===== src/rtl/jtframe_db9_joy_pkg.sv =====
// Shared constants for the DB9 joystick sequencer/decoder.
// Phase numbers, output bit positions and FSM encoding.
package jtframe_db9_pkg;

  localparam logic [2:0] PH_DIR    = 3'd0;
  localparam logic [2:0] PH_ABS    = 3'd1;
  localparam logic [2:0] PH_DET6   = 3'd5;
  localparam logic [2:0] PH_XYZ    = 3'd6;
  localparam logic [2:0] PH_COMMIT = 3'd7;

  localparam int BIT_RIGHT = 0;
  localparam int BIT_LEFT  = 1;
  localparam int BIT_DOWN  = 2;
  localparam int BIT_UP    = 3;
  localparam int BIT_B     = 4;
  localparam int BIT_C     = 5;
  localparam int BIT_A     = 6;
  localparam int BIT_X     = 7;
  localparam int BIT_Y     = 8;
  localparam int BIT_Z     = 9;
  localparam int BIT_START = 10;
  localparam int BIT_MODE  = 11;

  typedef enum logic {
    IDLE = 1'b0,
    RUN  = 1'b1
  } state_t;

endpackage


===== src/rtl/jtframe_db9_joy_if.sv =====
// Pad-side bundle: line sync, both DB9 buses, shared
// SELECT and the two decoded joystick words.
interface jtframe_db9_joy_if;

  logic        hs;
  logic [5:0]  joy1_bus;
  logic [5:0]  joy2_bus;
  logic        JOY_SELECT;
  logic [11:0] joystick1;
  logic [11:0] joystick2;

  modport master (
    output hs, joy1_bus, joy2_bus,
    input  JOY_SELECT, joystick1, joystick2
  );

  modport slave (
    input  hs, joy1_bus, joy2_bus,
    output JOY_SELECT, joystick1, joystick2
  );

endinterface


===== src/rtl/jtframe_db9_decode.sv =====
// Per-port DB9 decoder: builds a shadow word phase by
// phase and publishes it only on the commit phase.
module jtframe_db9_decode
  import jtframe_db9_pkg::*;
(
  input  logic        clk_sys,
  input  logic        rst,
  input  logic        step,
  input  logic [2:0]  phase,
  input  logic [5:0]  bus,
  output logic [11:0] word
);

  logic [11:0] shadow;
  logic        six;

  // Capture pins of the current phase, commit on the last.
  always_ff @(posedge clk_sys) begin
    if (rst) begin
      shadow <= '0;
      six    <= 1'b0;
      word   <= '0;
    end else if (step) begin
      unique case (1'b1)
        phase == PH_DIR: begin
          shadow[BIT_UP]    <= ~bus[0];
          shadow[BIT_DOWN]  <= ~bus[1];
          shadow[BIT_LEFT]  <= ~bus[2];
          shadow[BIT_RIGHT] <= ~bus[3];
          shadow[BIT_B]     <= ~bus[4];
          shadow[BIT_C]     <= ~bus[5];
          six               <= 1'b0;
        end
        phase == PH_ABS: begin
          shadow[BIT_A] <=
            (bus[3:2] == 2'b00) & ~bus[4];
          shadow[BIT_START] <=
            (bus[3:2] == 2'b00) & ~bus[5];
        end
        phase == PH_DET6: begin
          if (bus[3:0] == 4'b0000)
            six <= 1'b1;
        end
        phase == PH_XYZ: begin
          shadow[BIT_Z]    <= six & ~bus[0];
          shadow[BIT_Y]    <= six & ~bus[1];
          shadow[BIT_X]    <= six & ~bus[2];
          shadow[BIT_MODE] <= six & ~bus[3];
        end
        phase == PH_COMMIT: begin
          word <= shadow;
        end
        default: ;
      endcase
    end
  end

endmodule


===== src/rtl/jtframe_db9_joy.sv =====
// Two-port DB9 pad sequencer: one protocol step per line,
// long SELECT-high idle so 6-button pads time out.
module jtframe_db9_joy
  import jtframe_db9_pkg::*;
#(
  parameter int IDLE_LINES = 32
) (
  input logic               clk_sys,
  input logic               rst,
  jtframe_db9_joy_if.slave  pads
);

  localparam int CW = $clog2(IDLE_LINES + 1);

  logic          hs_l;
  logic          step;
  logic          sample;
  state_t        state;
  state_t        state_nx;
  logic [CW-1:0] idle_cnt;
  logic [CW-1:0] idle_nx;
  logic [2:0]    phase;
  logic [2:0]    phase_nx;
  logic [11:0]   word1;
  logic [11:0]   word2;

  // Rising-edge detector on line sync.
  always_ff @(posedge clk_sys) begin
    if (rst) hs_l <= 1'b0;
    else     hs_l <= pads.hs;
  end

  assign step = pads.hs & ~hs_l;

  // Sequencer state registers.
  always_ff @(posedge clk_sys) begin
    if (rst) begin
      state    <= IDLE;
      idle_cnt <= '0;
      phase    <= PH_DIR;
    end else begin
      state    <= state_nx;
      idle_cnt <= idle_nx;
      phase    <= phase_nx;
    end
  end

  // Idle timeout, then eight protocol phases.
  always_comb begin
    state_nx = state;
    idle_nx  = idle_cnt;
    phase_nx = phase;
    if (step) begin
      unique case (state)
        IDLE: begin
          if (idle_cnt == CW'(IDLE_LINES - 1)) begin
            state_nx = RUN;
            phase_nx = PH_DIR;
          end else begin
            idle_nx = idle_cnt + 1'b1;
          end
        end
        RUN: begin
          if (phase == PH_COMMIT) begin
            state_nx = IDLE;
            idle_nx  = '0;
            phase_nx = PH_DIR;
          end else begin
            phase_nx = phase + 3'd1;
          end
        end
        default: ;
      endcase
    end
  end

  assign sample = step & (state == RUN);

  assign pads.JOY_SELECT =
    (state == IDLE) | ~phase[0];

  jtframe_db9_decode u_dec1 (
    .clk_sys (clk_sys),
    .rst     (rst),
    .step    (sample),
    .phase   (phase),
    .bus     (pads.joy1_bus),
    .word    (word1)
  );

  jtframe_db9_decode u_dec2 (
    .clk_sys (clk_sys),
    .rst     (rst),
    .step    (sample),
    .phase   (phase),
    .bus     (pads.joy2_bus),
    .word    (word2)
  );

  assign pads.joystick1 = word1;
  assign pads.joystick2 = word2;

endmodule


===== src/flat_wrapper.sv =====
// flat-port wrapper written by rule: the top's interface ports become plain ports
module jtframe_db9_joy_flat import jtframe_db9_pkg::*;
#(
  parameter int IDLE_LINES = 32
)
  (clk_sys, rst, pads_hs, pads_joy1_bus, pads_joy2_bus, pads_JOY_SELECT, pads_joystick1, pads_joystick2);
  jtframe_db9_joy_if pads_i ();
  input logic clk_sys;
  input logic rst;
  input wire logic [$bits(pads_i.hs)-1:0] pads_hs;
  input wire logic [$bits(pads_i.joy1_bus)-1:0] pads_joy1_bus;
  input wire logic [$bits(pads_i.joy2_bus)-1:0] pads_joy2_bus;
  output wire logic [$bits(pads_i.JOY_SELECT)-1:0] pads_JOY_SELECT;
  output wire logic [$bits(pads_i.joystick1)-1:0] pads_joystick1;
  output wire logic [$bits(pads_i.joystick2)-1:0] pads_joystick2;
  assign pads_i.hs = pads_hs;
  assign pads_i.joy1_bus = pads_joy1_bus;
  assign pads_i.joy2_bus = pads_joy2_bus;
  assign pads_JOY_SELECT = pads_i.JOY_SELECT;
  assign pads_joystick1 = pads_i.joystick1;
  assign pads_joystick2 = pads_i.joystick2;
  jtframe_db9_joy #(.IDLE_LINES(IDLE_LINES)) u_core (.clk_sys(clk_sys), .rst(rst), .pads(pads_i));
endmodule

===== config.mk =====
export PLATFORM = sky130hd
export DESIGN_NAME = jtframe_db9_joy_flat
export DESIGN_NICKNAME = d
export VERILOG_FILES = /design/src/rtl/jtframe_db9_joy_pkg.sv /design/src/rtl/jtframe_db9_joy_if.sv /design/src/rtl/jtframe_db9_decode.sv /design/src/rtl/jtframe_db9_joy.sv /design/src/flat_wrapper.sv
export SDC_FILE = /design/constraint.sdc
export NUM_CORES = 1
export LEC_CHECK = 0
export BUFFER_PORTS_ARGS = -buffer_cell sky130_fd_sc_hd__buf_2
export CORE_ASPECT_RATIO = 0.9
export CORE_UTILIZATION = 56
export DETAILED_ROUTE_END_ITERATION = 8
export GPL_ROUTABILITY_DRIVEN = 0
export HOLD_SLACK_MARGIN = 0.06
export PLACE_DENSITY_LB_ADDON = 0.08
export SLEW_MARGIN = 20
export SYNTH_ARGS = -nofsm -noshare
export SYNTH_HDL_FRONTEND = slang
export SYNTH_HIERARCHICAL = 1
export SYNTH_SLANG_ARGS = --single-unit

===== constraint.sdc =====
create_clock -name clk_sys -period 2 [get_ports clk_sys]
set_input_delay 0.1 -clock clk_sys [delete_from_list [all_inputs] [get_ports clk_sys]]
set_output_delay 0.1 -clock clk_sys [all_outputs]
set_load 0.005 [all_outputs]

==> metrics <==
outcome complete, no violations; Synth area leaders dfxtp_1 (47%), nand2_1 (8.7%), a21oi_1 (6.6%); Worst-Skew Late Latency 0.34 ns; Critical Path Source Type primary input; most frequent cell after synthesis dfxtp_1; Buf/Inv on CP 4; fin crit share 0.936; core outline area 0.00446 mm2; Post-synth EDFFs 0; grt ovf 0; Yosys reg bits 61; sequential area share after synthesis 0.471; initial antenna violation count 0; crit path cell chain dlygate4sd3_1, buf_2, nand3b_1, inv_1, nor4b_4, buf_4, nor2_1, a211oi_1; Crit Path Max Fanout 13; Total GRT Usage 0.239; Crit path required time 2.23 ns; min-delay worst type in2reg; WL/cell 13.2 um; Sw Ratio 0.211; Sink Count 61; clock skew 0.0105 ns; Top delay family on crit path buffers and inverters; flop-to-flop setup slack 0.16 ns; Post-synth top cells dfxtp_1 (61), nand2_1 (60), a21oi_1 (34); maximum VDD drop 0.456 mV; Num CTS Buffers 9; Clock power frac 0.472; hold violation count in the final report 0; Iteration-0 DRC Markers 173; Top FF cell, synth dfxtp_1; root buffer cell clkbuf_8; Comb pwr share 0.036; share of layout cells above drive strength 1 0.238; sequential share of power 0.492; H-tree levels 3; die height 66.5 um; worst slew pin tran 0.659 ns; hpwl dp 3420 um; largest net degree at the start of global routing 37; Die X 73.7 um; ys async rst share 0; Worst slew margin 0.561; max_cap viols 0; cell accounting for the most synthesized area dfxtp_1; slowest CP cell dlygate4sd3_1; post-route minimum period 1.87 ns; Mapped Area 0.00259 mm2; syn nets 301; Critical Path Start pads_hs; pre-CTS WS 0.246 ns; post-route ant nets 0; final-report setup violation count 0; cts repair resizes 0; Post-Syn Instances 283; Starting Density 0.581; fin. max-slew vios 0; top cell type's share of synthesized area 0.471; synth warn 6; Routed WL 5350 um; Final Cell Area 0.00318 mm2; TritonRoute pass-1 iters 4; die area 0.00490 mm2; Max Buffers Root-to-Sink 2; Via Count 2219; # nets final 357; CTS tree done; Int Power 0.00196 W; worst r2r src u_core/hs_l; RSZ-0062 raised after global routing no; post-synthesis average cell area 9.15 um2; CTS clock-pin slew for the worst setup and hold paths 0.07 ns; area grow syn2layout 22.7%; distinct cell type count after synthesis 47; # diodes 0; FMAX 534 MHz; Static Leak 1.20 nW; drc violations 0; Fin Setup TNS 0 ns; Crit. End Element flop; area post-placement 0.00283 mm2; Slowest Stage Delay on Critical Path 0.52 ns; crit path DAT 2.11 ns; port bufs 39; FP Rows 23; # IOs 40; final setup margin 0.129 ns; pwr dens 782 mW/mm2; number of global-route vias before repair 1854; Layout Utilization 0.712; first-pass GRT wire length 8660 um; switching pwr 0.000525 W; CP Class in2reg; DR vias/cell 5.47; hold wc startpoint rst
cells in the final DEF (no fill, tap or decap), types with 2 or more instances in the layout:
cell | Yosys | final
clkinv_4 | 0 | 2
nand4_1 | 4 | 4
a41oi_1 | 3 | 3
clkbuf_8 | 0 | 9
nor3_1 | 6 | 6
a211oi_2 | 6 | 6
a21oi_1 | 34 | 34
dlygate4sd3_1 | 0 | 13
nand3_1 | 5 | 5
buf_2 | 1 | 39
and4bb_2 | 2 | 2
nand2b_1 | 3 | 3
bufinv_16 | 0 | 2
nor4b_4 | 2 | 2
o21ai_1 | 4 | 4
or3b_1 | 8 | 8
mux2i_1 | 4 | 4
buf_4 | 2 | 9
nand2_1 | 60 | 60
a211oi_1 | 8 | 8
nor4b_1 | 2 | 2
nand4b_4 | 2 | 2
a31oi_1 | 3 | 3
nor2_1 | 20 | 20
and4_2 | 2 | 2
clkinv_2 | 0 | 2
o311ai_1 | 2 | 2
dfxtp_1 | 61 | 61
ha_1 | 3 | 3
nor2b_1 | 2 | 2
nand3b_1 | 3 | 3
kinds of logic (layout without fill, tap and decap cells):
| logic type | Yosys count | count (layout) | share of synthesized area |
|---|---|---|---|
| AO/OA/AOI/OAI | 68 | 68 | 0.176 |
| multiplexers | 4 | 4 | 0.0155 |
| flip-flops | 61 | 61 | 0.471 |
| buffers and inverters | 18 | 79 | 0.0411 |
| adder cells (fa/ha/maj) | 3 | 3 | 0.0145 |
| AND/OR/NAND/NOR | 129 | 129 | 0.281 |
power by group through the flow:
| stage | logic, W | clock network, W | registers (W) |
|---|---|---|---|
| 3_3_place_gp | 0.0000696 | 0 | 0.00125 |
| 6_report | 0.0000904 | 0.00117 | 0.00122 |
| 3_5_place_dp | 0.0000700 | 0 | 0.00125 |
| 2_1_floorplan | 0.0000406 | 0 | 0.00125 |
| 4_1_cts | 0.0000900 | 0.00120 | 0.00122 |
| 5_1_grt | 0.0000991 | 0.00126 | 0.00122 |
area by class of cell:
cell class / count / area, um2
clock inverter: 6 / 87.6
timing repair buffer: 61 / 393
clock buffer: 10 / 128
multi-input combinational: 204 / 1260
fill: 365 / 1280
sequential: 61 / 1220
tap: 62 / 77.6
inverter: 2 / 7.51
worst reg2reg max path, cell delays in order (launching register included):
cell and delay [ns]:
dfxtp_1 0.31, nand3b_1 0.22, inv_1 0.39, nor4b_4 0.27
buf_4 0.23, nor2_1 0.07, a211oi_1 0.24
per-layer routing:
layer	share of wire	vias to the layer above	global-route usage	wire length [um]
met4	0.0060	0	0.0793	32
met5	0	-	0	0
met2	0.46	53	0.351	2450
li1	-	1137	-	-
met1	0.49	1025	0.322	2610
met3	0.047	4	0.0862	253
metrics by stage:
stage,cells,hold slack [ns],power (W)
after CTS,406,0.274,0.00251
after detailed placement,377,0.311,0.00132
after global placement,377,0.309,0.00132
after floorplan,283,0.192,0.00129
after global routing,406,0.300,0.00258
final,406,0.281,0.00248
registers in the layout, indices dropped and copies added, names as in the netlist:
signal                cells
u_core/hs_l               1
u_core/idle_cnt           6
u_core/phase              3
u_core/state              1
u_core/u_dec1/shadow     12
u_core/u_dec1/six         1
u_core/u_dec1/word       12
u_core/u_dec2/shadow     12
u_core/u_dec2/six         1
u_core/u_dec2/word       12
path summary, 6_finish.rpt:
path                               to  depth (start not counted)
min          u_core/u_dec2/shadow[10]                          2
min reg2reg     u_core/u_dec2/word[6]                          2
max           u_core/u_dec2/shadow[0]                          8
max reg2reg   u_core/u_dec2/shadow[0]                          6
repair_timing:
item | in CTS | in global routing
buffers inserted | 0 | 0
endpoints found under the hold margin | 13 | 0
hold buffers | 13 | 0
setup endpoints to repair | 0 | 0
No activity file was read; power rests on OpenSTA's default activity.
